**config.mk**
```make
export PLATFORM = sky130hd
export DESIGN_NAME = wb_uart_slave
export DESIGN_NICKNAME = d
export VERILOG_FILES = /design/src/rtl/wb_uart_slave.sv
export SDC_FILE = /design/constraint.sdc
export NUM_CORES = 1
export LEC_CHECK = 0
export ABC_AREA = 1
export CAP_MARGIN = 20
export CORE_MARGIN = 1
export CORE_UTILIZATION = 58
export CTS_BUF_LIST = sky130_fd_sc_hd__clkbuf_8
export CTS_CLUSTER_DIAMETER = 40
export DETAILED_ROUTE_END_ITERATION = 16
export PLACE_DENSITY = 0.83
export SYNTH_ARGS = -nofsm -noshare
export SYNTH_HDL_FRONTEND = slang
export SYNTH_SLANG_ARGS = --single-unit
export TNS_END_PERCENT = 20
```
**constraint.sdc**
```tcl
create_clock -name i_wb_clk -period 3.4 [get_ports i_wb_clk]
set_clock_uncertainty 0.1 [all_clocks]
set_input_delay 0.68 -clock i_wb_clk [delete_from_list [all_inputs] [get_ports i_wb_clk]]
set_output_delay 0.68 -clock i_wb_clk [all_outputs]
set_load 0.005 [all_outputs]
```
**src/rtl/wb_uart_slave.sv**
```systemverilog
// wb_uart_slave: Wishbone register front-end for the UART.
// It buffers received bytes in a small RX FIFO and forwards written bytes to
// the uart_tx FIFO. While that FIFO is full, it holds off the bus acknowledge.
module wb_uart_slave #(
  parameter int unsigned RX_AW = 4
) (
  input  logic        i_wb_clk,
  input  logic        i_wb_rst,
  input  logic        i_wb_cyc,
  input  logic [3:0]  i_wb_stb,
  input  logic        i_wb_we,
  input  logic [1:0]  i_wb_addr,
  input  logic [31:0] i_wb_dat,
  output logic [31:0] o_wb_dat,
  output logic        o_wb_ack,
  input  logic [7:0]  i_uart_rx_dat,
  input  logic        i_uart_received,
  output logic [7:0]  o_uart_tx_dat,
  output logic        o_uart_tx_push,
  input  logic        i_uart_tx_full,
  output logic        o_irq
);

  localparam int unsigned DEPTH = 1 << RX_AW;
  localparam int unsigned CW    = RX_AW + 1;

  localparam logic [1:0] ADDR_DATA   = 2'd0;
  localparam logic [1:0] ADDR_STATUS = 2'd1;
  localparam logic [1:0] ADDR_CTRL   = 2'd2;

  typedef enum logic [1:0] {
    ST_IDLE    = 2'd0,
    ST_WAIT_TX = 2'd1,
    ST_ACK     = 2'd2
  } state_t;

  state_t           state_q;
  logic [7:0]       rx_mem_q [DEPTH];
  logic [RX_AW-1:0] rd_ptr_q;
  logic [RX_AW-1:0] wr_ptr_q;
  logic [CW-1:0]    count_q;
  logic             overrun_q;
  logic             irq_en_q;
  logic [7:0]       tx_byte_q;

  logic        req;
  logic        accept;
  logic        rx_empty;
  logic        rx_full;
  logic        data_wr;
  logic        tx_wait;
  logic        ctrl_wr;
  logic        status_clr;
  logic        rx_pop;
  logic        rx_push;
  logic        rx_drop;
  logic [31:0] rd_data;
  logic        unused_dat;

  assign unused_dat = ^i_wb_dat[31:8];

  // Request decode and FIFO handshake qualifiers.
  assign req        = i_wb_cyc && (|i_wb_stb);
  assign accept     = (state_q == ST_IDLE) && req && !o_wb_ack;
  assign rx_empty   = (count_q == '0);
  assign rx_full    = (count_q == CW'(DEPTH));
  assign data_wr    = accept && i_wb_we && (i_wb_addr == ADDR_DATA) && i_wb_stb[0];
  assign tx_wait    = data_wr && i_uart_tx_full;
  assign ctrl_wr    = accept && i_wb_we && (i_wb_addr == ADDR_CTRL) && i_wb_stb[0];
  assign status_clr = accept && i_wb_we && (i_wb_addr == ADDR_STATUS) && i_wb_stb[0]
                      && i_wb_dat[3];
  assign rx_pop     = accept && !i_wb_we && (i_wb_addr == ADDR_DATA) && !rx_empty;
  // A pop in the same cycle frees a slot, so a push into a full FIFO still lands.
  assign rx_push    = i_uart_received && (!rx_full || rx_pop);
  assign rx_drop    = i_uart_received && rx_full && !rx_pop;

  // Read mux, sampled into o_wb_dat when a read is accepted.
  always_comb begin
    rd_data = '0;
    case (i_wb_addr)
      ADDR_DATA: begin
        if (!rx_empty) begin
          rd_data[7:0] = rx_mem_q[rd_ptr_q];
          rd_data[8]   = 1'b1;
        end
      end
      ADDR_STATUS: begin
        rd_data[0]          = rx_empty;
        rd_data[1]          = rx_full;
        rd_data[2]          = i_uart_tx_full;
        rd_data[3]          = overrun_q;
        rd_data[RX_AW+8:8]  = count_q;
      end
      ADDR_CTRL: rd_data[0] = irq_en_q;
      default: rd_data = '0;
    endcase
  end

  // RX FIFO storage; contents need no reset since count gates every read.
  always_ff @(posedge i_wb_clk) begin
    if (rx_push) begin
      rx_mem_q[wr_ptr_q] <= i_uart_rx_dat;
    end
  end

  // RX FIFO pointers, occupancy and sticky overrun flag.
  always_ff @(posedge i_wb_clk) begin
    if (i_wb_rst) begin
      rd_ptr_q  <= '0;
      wr_ptr_q  <= '0;
      count_q   <= '0;
      overrun_q <= 1'b0;
    end else begin
      if (rx_push) begin
        wr_ptr_q <= wr_ptr_q + RX_AW'(1);
      end
      if (rx_pop) begin
        rd_ptr_q <= rd_ptr_q + RX_AW'(1);
      end
      if (rx_push && !rx_pop) begin
        count_q <= count_q + CW'(1);
      end else if (rx_pop && !rx_push) begin
        count_q <= count_q - CW'(1);
      end
      if (rx_drop) begin
        overrun_q <= 1'b1;
      end else if (status_clr) begin
        overrun_q <= 1'b0;
      end
    end
  end

  // Bus FSM: accept, optionally wait for TX space, then a single ack cycle.
  always_ff @(posedge i_wb_clk) begin
    if (i_wb_rst) begin
      state_q        <= ST_IDLE;
      o_wb_ack       <= 1'b0;
      o_wb_dat       <= '0;
      o_uart_tx_push <= 1'b0;
      o_uart_tx_dat  <= '0;
      tx_byte_q      <= '0;
      irq_en_q       <= 1'b0;
    end else begin
      o_uart_tx_push <= 1'b0;
      case (state_q)
        ST_IDLE: begin
          if (accept) begin
            if (tx_wait) begin
              tx_byte_q <= i_wb_dat[7:0];
              state_q   <= ST_WAIT_TX;
            end else begin
              o_wb_ack <= 1'b1;
              o_wb_dat <= i_wb_we ? '0 : rd_data;
              if (data_wr) begin
                o_uart_tx_push <= 1'b1;
                o_uart_tx_dat  <= i_wb_dat[7:0];
              end
              if (ctrl_wr) begin
                irq_en_q <= i_wb_dat[0];
              end
              state_q <= ST_ACK;
            end
          end
        end
        ST_WAIT_TX: begin
          if (!i_wb_cyc) begin
            state_q <= ST_IDLE;
          end else if (!i_uart_tx_full) begin
            o_uart_tx_push <= 1'b1;
            o_uart_tx_dat  <= tx_byte_q;
            o_wb_ack       <= 1'b1;
            o_wb_dat       <= '0;
            state_q        <= ST_ACK;
          end
        end
        ST_ACK: begin
          o_wb_ack <= 1'b0;
          o_wb_dat <= '0;
          state_q  <= ST_IDLE;
        end
        default: begin
          o_wb_ack <= 1'b0;
          state_q  <= ST_IDLE;
        end
      endcase
    end
  end

  // Registered RX interrupt, trailing the FIFO/enable state by one cycle.
  always_ff @(posedge i_wb_clk) begin
    if (i_wb_rst) begin
      o_irq <= 1'b0;
    end else begin
      o_irq <= irq_en_q && !rx_empty;
    end
  end

endmodule

```
==> results by stage <==
Run status:
- The flow ran to the end, and the final reports show no timing, DRC or antenna violations.

Worst setup path:
- The combined buffer and inverter count along the critical path is 2.
- The critical-path maximum fanout is 4.
- The timing startpoint of the critical path is i_wb_cyc.
- For the worst setup path, the data arrival time is 3.27 ns.
- The worst setup path is of the in -> reg kind.
- On the worst path, the slowest cell contributes a delay of 0.58 ns.
- The highest-delay cell along the critical path is sky130_fd_sc_hd__clkdlybuf4s50_1.
- Walking the worst path, the cells encountered are clkdlybuf4s50_1 > nand3_2 > a21oi_4 > nand2_1 > nor2_2 > nor2_1 > nor2_4 > ha_1 > inv_1 > ha_1 > nand2_1 > nor2_1 > a211oi_1 > xor2_1 > nand2_1 > a21oi_1.
- The cell type group with the largest total delay on the critical path is buffers and inverters.
- The endpoint type of the worst setup path is a flip-flop.
- The dominant cell type by count on the critical path is sky130_fd_sc_hd__nand2_1.
- The data required time at the worst endpoint is 3.70 ns.
- The startpoint identified for the worst register-to-register timing path is state_q[1].
- The worst setup path is launched from an input pin.

Logic synthesis:
- The number of synthesized flops with an enable pin is 128.
- The share of synthesized flip-flops with an asynchronous set or reset is 0%.
- After synthesis the netlist holds a flip-flop and latch count of 181.
- The number of different library cells used by synthesis comes to 34.
- For this run, the register share of the synthesized area comes to 61.39%.
- The synthesized netlist occupies a cell area of 7989 um2.
- The cell count after synthesis is 834.
- In the synthesized netlist, the cells that appear most often are 174 x sky130_fd_sc_hd__nand2_1, 128 x sky130_fd_sc_hd__edfxtp_1, 105 x sky130_fd_sc_hd__nor2_1, 89 x sky130_fd_sc_hd__inv_1, 81 x sky130_fd_sc_hd__nand3_1.
- In the synthesized netlist the dominant register cell turns out to be sky130_fd_sc_hd__edfxtp_1.
- The top cell type by total area after synthesis is sky130_fd_sc_hd__edfxtp_1.
- The per-instance average area after synthesis is 9.579 um2.
- The number of warnings issued by yosys is 0.
- The most frequent cell after synthesis is sky130_fd_sc_hd__nand2_1.
- The area share of the largest cell type after synthesis is 48.11%.
- In the post-synthesis netlist, the biggest area contributors are sky130_fd_sc_hd__edfxtp_1 48%, sky130_fd_sc_hd__dfxtp_1 13%, sky130_fd_sc_hd__nand2_1 8.2%.

Final layout:
- The area growth from synthesis to final layout is 14.35%.
- The number of antenna diodes in the final layout is 0.
- The final net count is 963.
- In the final layout, the share of cells above drive strength 1 is 8.342%.
- The filler-free cell count of the finished design is 1087.

Clock network:
- The post-cts sizing count is 0.
- The root buffer selected by CTS is sky130_fd_sc_hd__clkbuf_8.
- After clock tree synthesis, the clock-pin slew on the worst setup and hold paths is 0.09 ns.
- The clock tree synthesis step divided the H-tree into 4 levels.
- Counting the buffers created by CTS gives 17.
- The number of hold buffers added after CTS was 0.
- The clock latency reported for the late side of the worst-skew pair is 0.47 ns.
- The TritonCTS sink count is 181.
- The CTS tree is done.
- After clock tree synthesis, the setup repair step added 0 buffers.
- The clock passes through at most 2 buffers.

Timing:
- The maximum achievable frequency is 337.0 MHz.
- Counting I/O delays and the setup requirement, the final critical path takes 2.967 ns.
- The final hold violation count was 0.
- After layout, the worst path uses 87.28% of the clock period.
- The count of pins over their slew limit is 0.
- For the pin with the worst max-slew slack, the measured transition is 0.7078 ns.
- Hold is met by 0.3719 ns.
- The setup violation total in the final timing report is 0.
- The worst slew margin relative to its limit is 52.76%.
- The worst-case setup margin in the final layout is 0.4325 ns.
- After routing, the total negative slack on setup checks comes to 0 ns.
- Setup repair after global routing left no endpoint under its margin.

Route:
- The number of design-rule violations left by the first detailed-router iteration is 526.
- In this run the remaining antenna-violating nets after routing total 0.
- After detailed routing, the number of remaining DRC violations is 0.
- The total wire length after detailed routing is 17580 um.
- The first-pass iteration count of the detailed router is 6.
- After detailed routing, the average wire length per cell comes to 16.17 um.
- The routed layout has 5985 vias.
- Using the TritonRoute via totals, the vias-per-cell ratio works out to 5.506.

Pwr:
- The power density over the cells is 556.4 nW/um2.
- The relative contribution of combinational cells to total power is 19.6%.
- The internal power consumption is 3.614 mW.
- VDD sags by at most 0.3589 mV.
- Summed over all cells, the static leakage comes to 3.576 nW.
- The fraction of power spent switching nets is 28.89%.
- The share of total power dissipated in the clock network is 31.0%.
- In this run the power spent charging and discharging nets is 1.469 mW.
- Sequential cells account for 49.5% of the total power.

Floorplanning:
- The die is 119.4 um tall.
- The area of the placeable core is 13350 um2.
- The number of placement rows is 42.
- The starting density of the core is 59.85%.
- From left edge to right edge, the die measures 119.4 um.
- The die covers 14250 um2.
- In this run the count of I/O pins placed on the die edge is 95.

Min path:
- The startpoint identified for the worst hold timing path is o_wb_dat[10].
- The tightest min-delay check is of the reg -> reg type.

Global routing:
- The number of antenna violations at the first check in global routing was 0.
- The first global-routing pass estimated 27920 um of wire.
- The largest net degree at the start of global routing is 65.
- For this run, the total global-route usage over all layers was measured as 26.22%.
- The residual overflow from global routing is 0.
- The number of global-route vias before repair came to 5762.

Placed design:
- After detailed placement, the design holds a cell count of 1055.
- Detailed placement ended at an HPWL of 11110 um.
- The total of buffers placed on input and output ports is 51.
- The pre-CTS worst setup slack is -0.001399 ns.
- The final weighted congestion in routability-driven placement is 0.8728.

Run:
- The number of max-cap violations is 0.
[power by group through the flow]
| stage | combinational (mW) | clock [mW] | sequential (mW) |
|---|---|---|---|
| after detailed placement | 0.977 | 0 | 2.56 |
| after global placement | 0.949 | 0 | 2.56 |
| after CTS | 0.994 | 1.58 | 2.51 |
| after global routing | 1.11 | 1.67 | 2.52 |
| final | 0.996 | 1.57 | 2.51 |
| after floorplan | 0.718 | 0 | 2.55 |
[tightest hold or removal path: stages (launching register included)]
cell and delay [ns]:
sky130_fd_sc_hd__dfxtp_1 0.32, sky130_fd_sc_hd__nand2_1 0.06, sky130_fd_sc_hd__a21oi_1 0.05
[layer usage]
metal  vias up  routed length, um  global-route usage (%)
li1       2850                  -                       -
met1      2815               6817                   31.95
met2       266               8635                   43.24
met3        54               1430                   6.034
met4         0                697                   14.37
met5         -                  0                       0
[flip-flops by register name (all words and copies together) (netlist names), 2 cells and up, named ones only]
name and flops:
wr_ptr_q 4, o_uart_tx_dat 8, rx_mem_q 128, state_q 2, tx_byte_q 8, o_wb_dat 13, rd_ptr_q 4, count_q 5
[stage by stage]
stage | util (%) | power (mW) | area [um2]
CTS | 68.44 | 5.088 | 9135
detailed placement | 65.15 | 3.539 | 8696
global placement | 65.15 | 3.508 | 8696
floorplan | - | 3.273 | 8056
finish | 68.44 | 5.083 | 9135
global route | 68.44 | 5.307 | 9135
[final timing paths]
| path | cells after the start | end | slack, ns |
|---|---|---|---|
| setup / recovery | 16 | count_q[4] | 0.43 |
| hold / removal | 2 | o_wb_dat[10] | 0.37 |
| setup reg to reg | 17 | count_q[4] | 0.56 |
| hold reg to reg | 2 | o_wb_dat[10] | 0.37 |
[placed cells by master (no fill, tap or decap), drive strengths merged, types with 27 or more instances in the layout]
| cell | count |
|---|---|
| dfxtp | 53 |
| edfxtp | 128 |
| clkdlybuf4s50 | 51 |
| nand2 | 177 |
| o21ai | 55 |
| nor2 | 110 |
| inv | 93 |
| nand3 | 82 |
| buf | 27 |
| a21oi | 42 |
[final cells by class]
| type | count | area, um2 |
|---|---|---|
| inverter | 91 | 341.6 |
| sequential | 181 | 4906 |
| multi-input combinational | 529 | 2515 |
| clock inverter | 15 | 205.2 |
| timing repair buffer | 78 | 713.2 |
| fill | 983 | 4213 |
| tap | 176 | 220.2 |
| clock buffer | 17 | 234.0 |
[cell families (layout without fill, tap and decap cells)]
| kind of cell | count (synthesis) | in the layout | synth area share [%] |
|---|---|---|---|
| DFF | 181 | 181 | 61.39 |
| xor gates and xnor gates | 5 | 5 | 0.5483 |
| adders and majority gates | 13 | 13 | 2.130 |
| AOI/OAI and AO/OA | 110 | 110 | 7.565 |
| other | 1 | 19 | 0.04694 |
| and+or+nand+nor | 382 | 382 | 20.34 |
| buffers and inverters | 142 | 201 | 7.972 |
(Power assumes the default switching activity.)
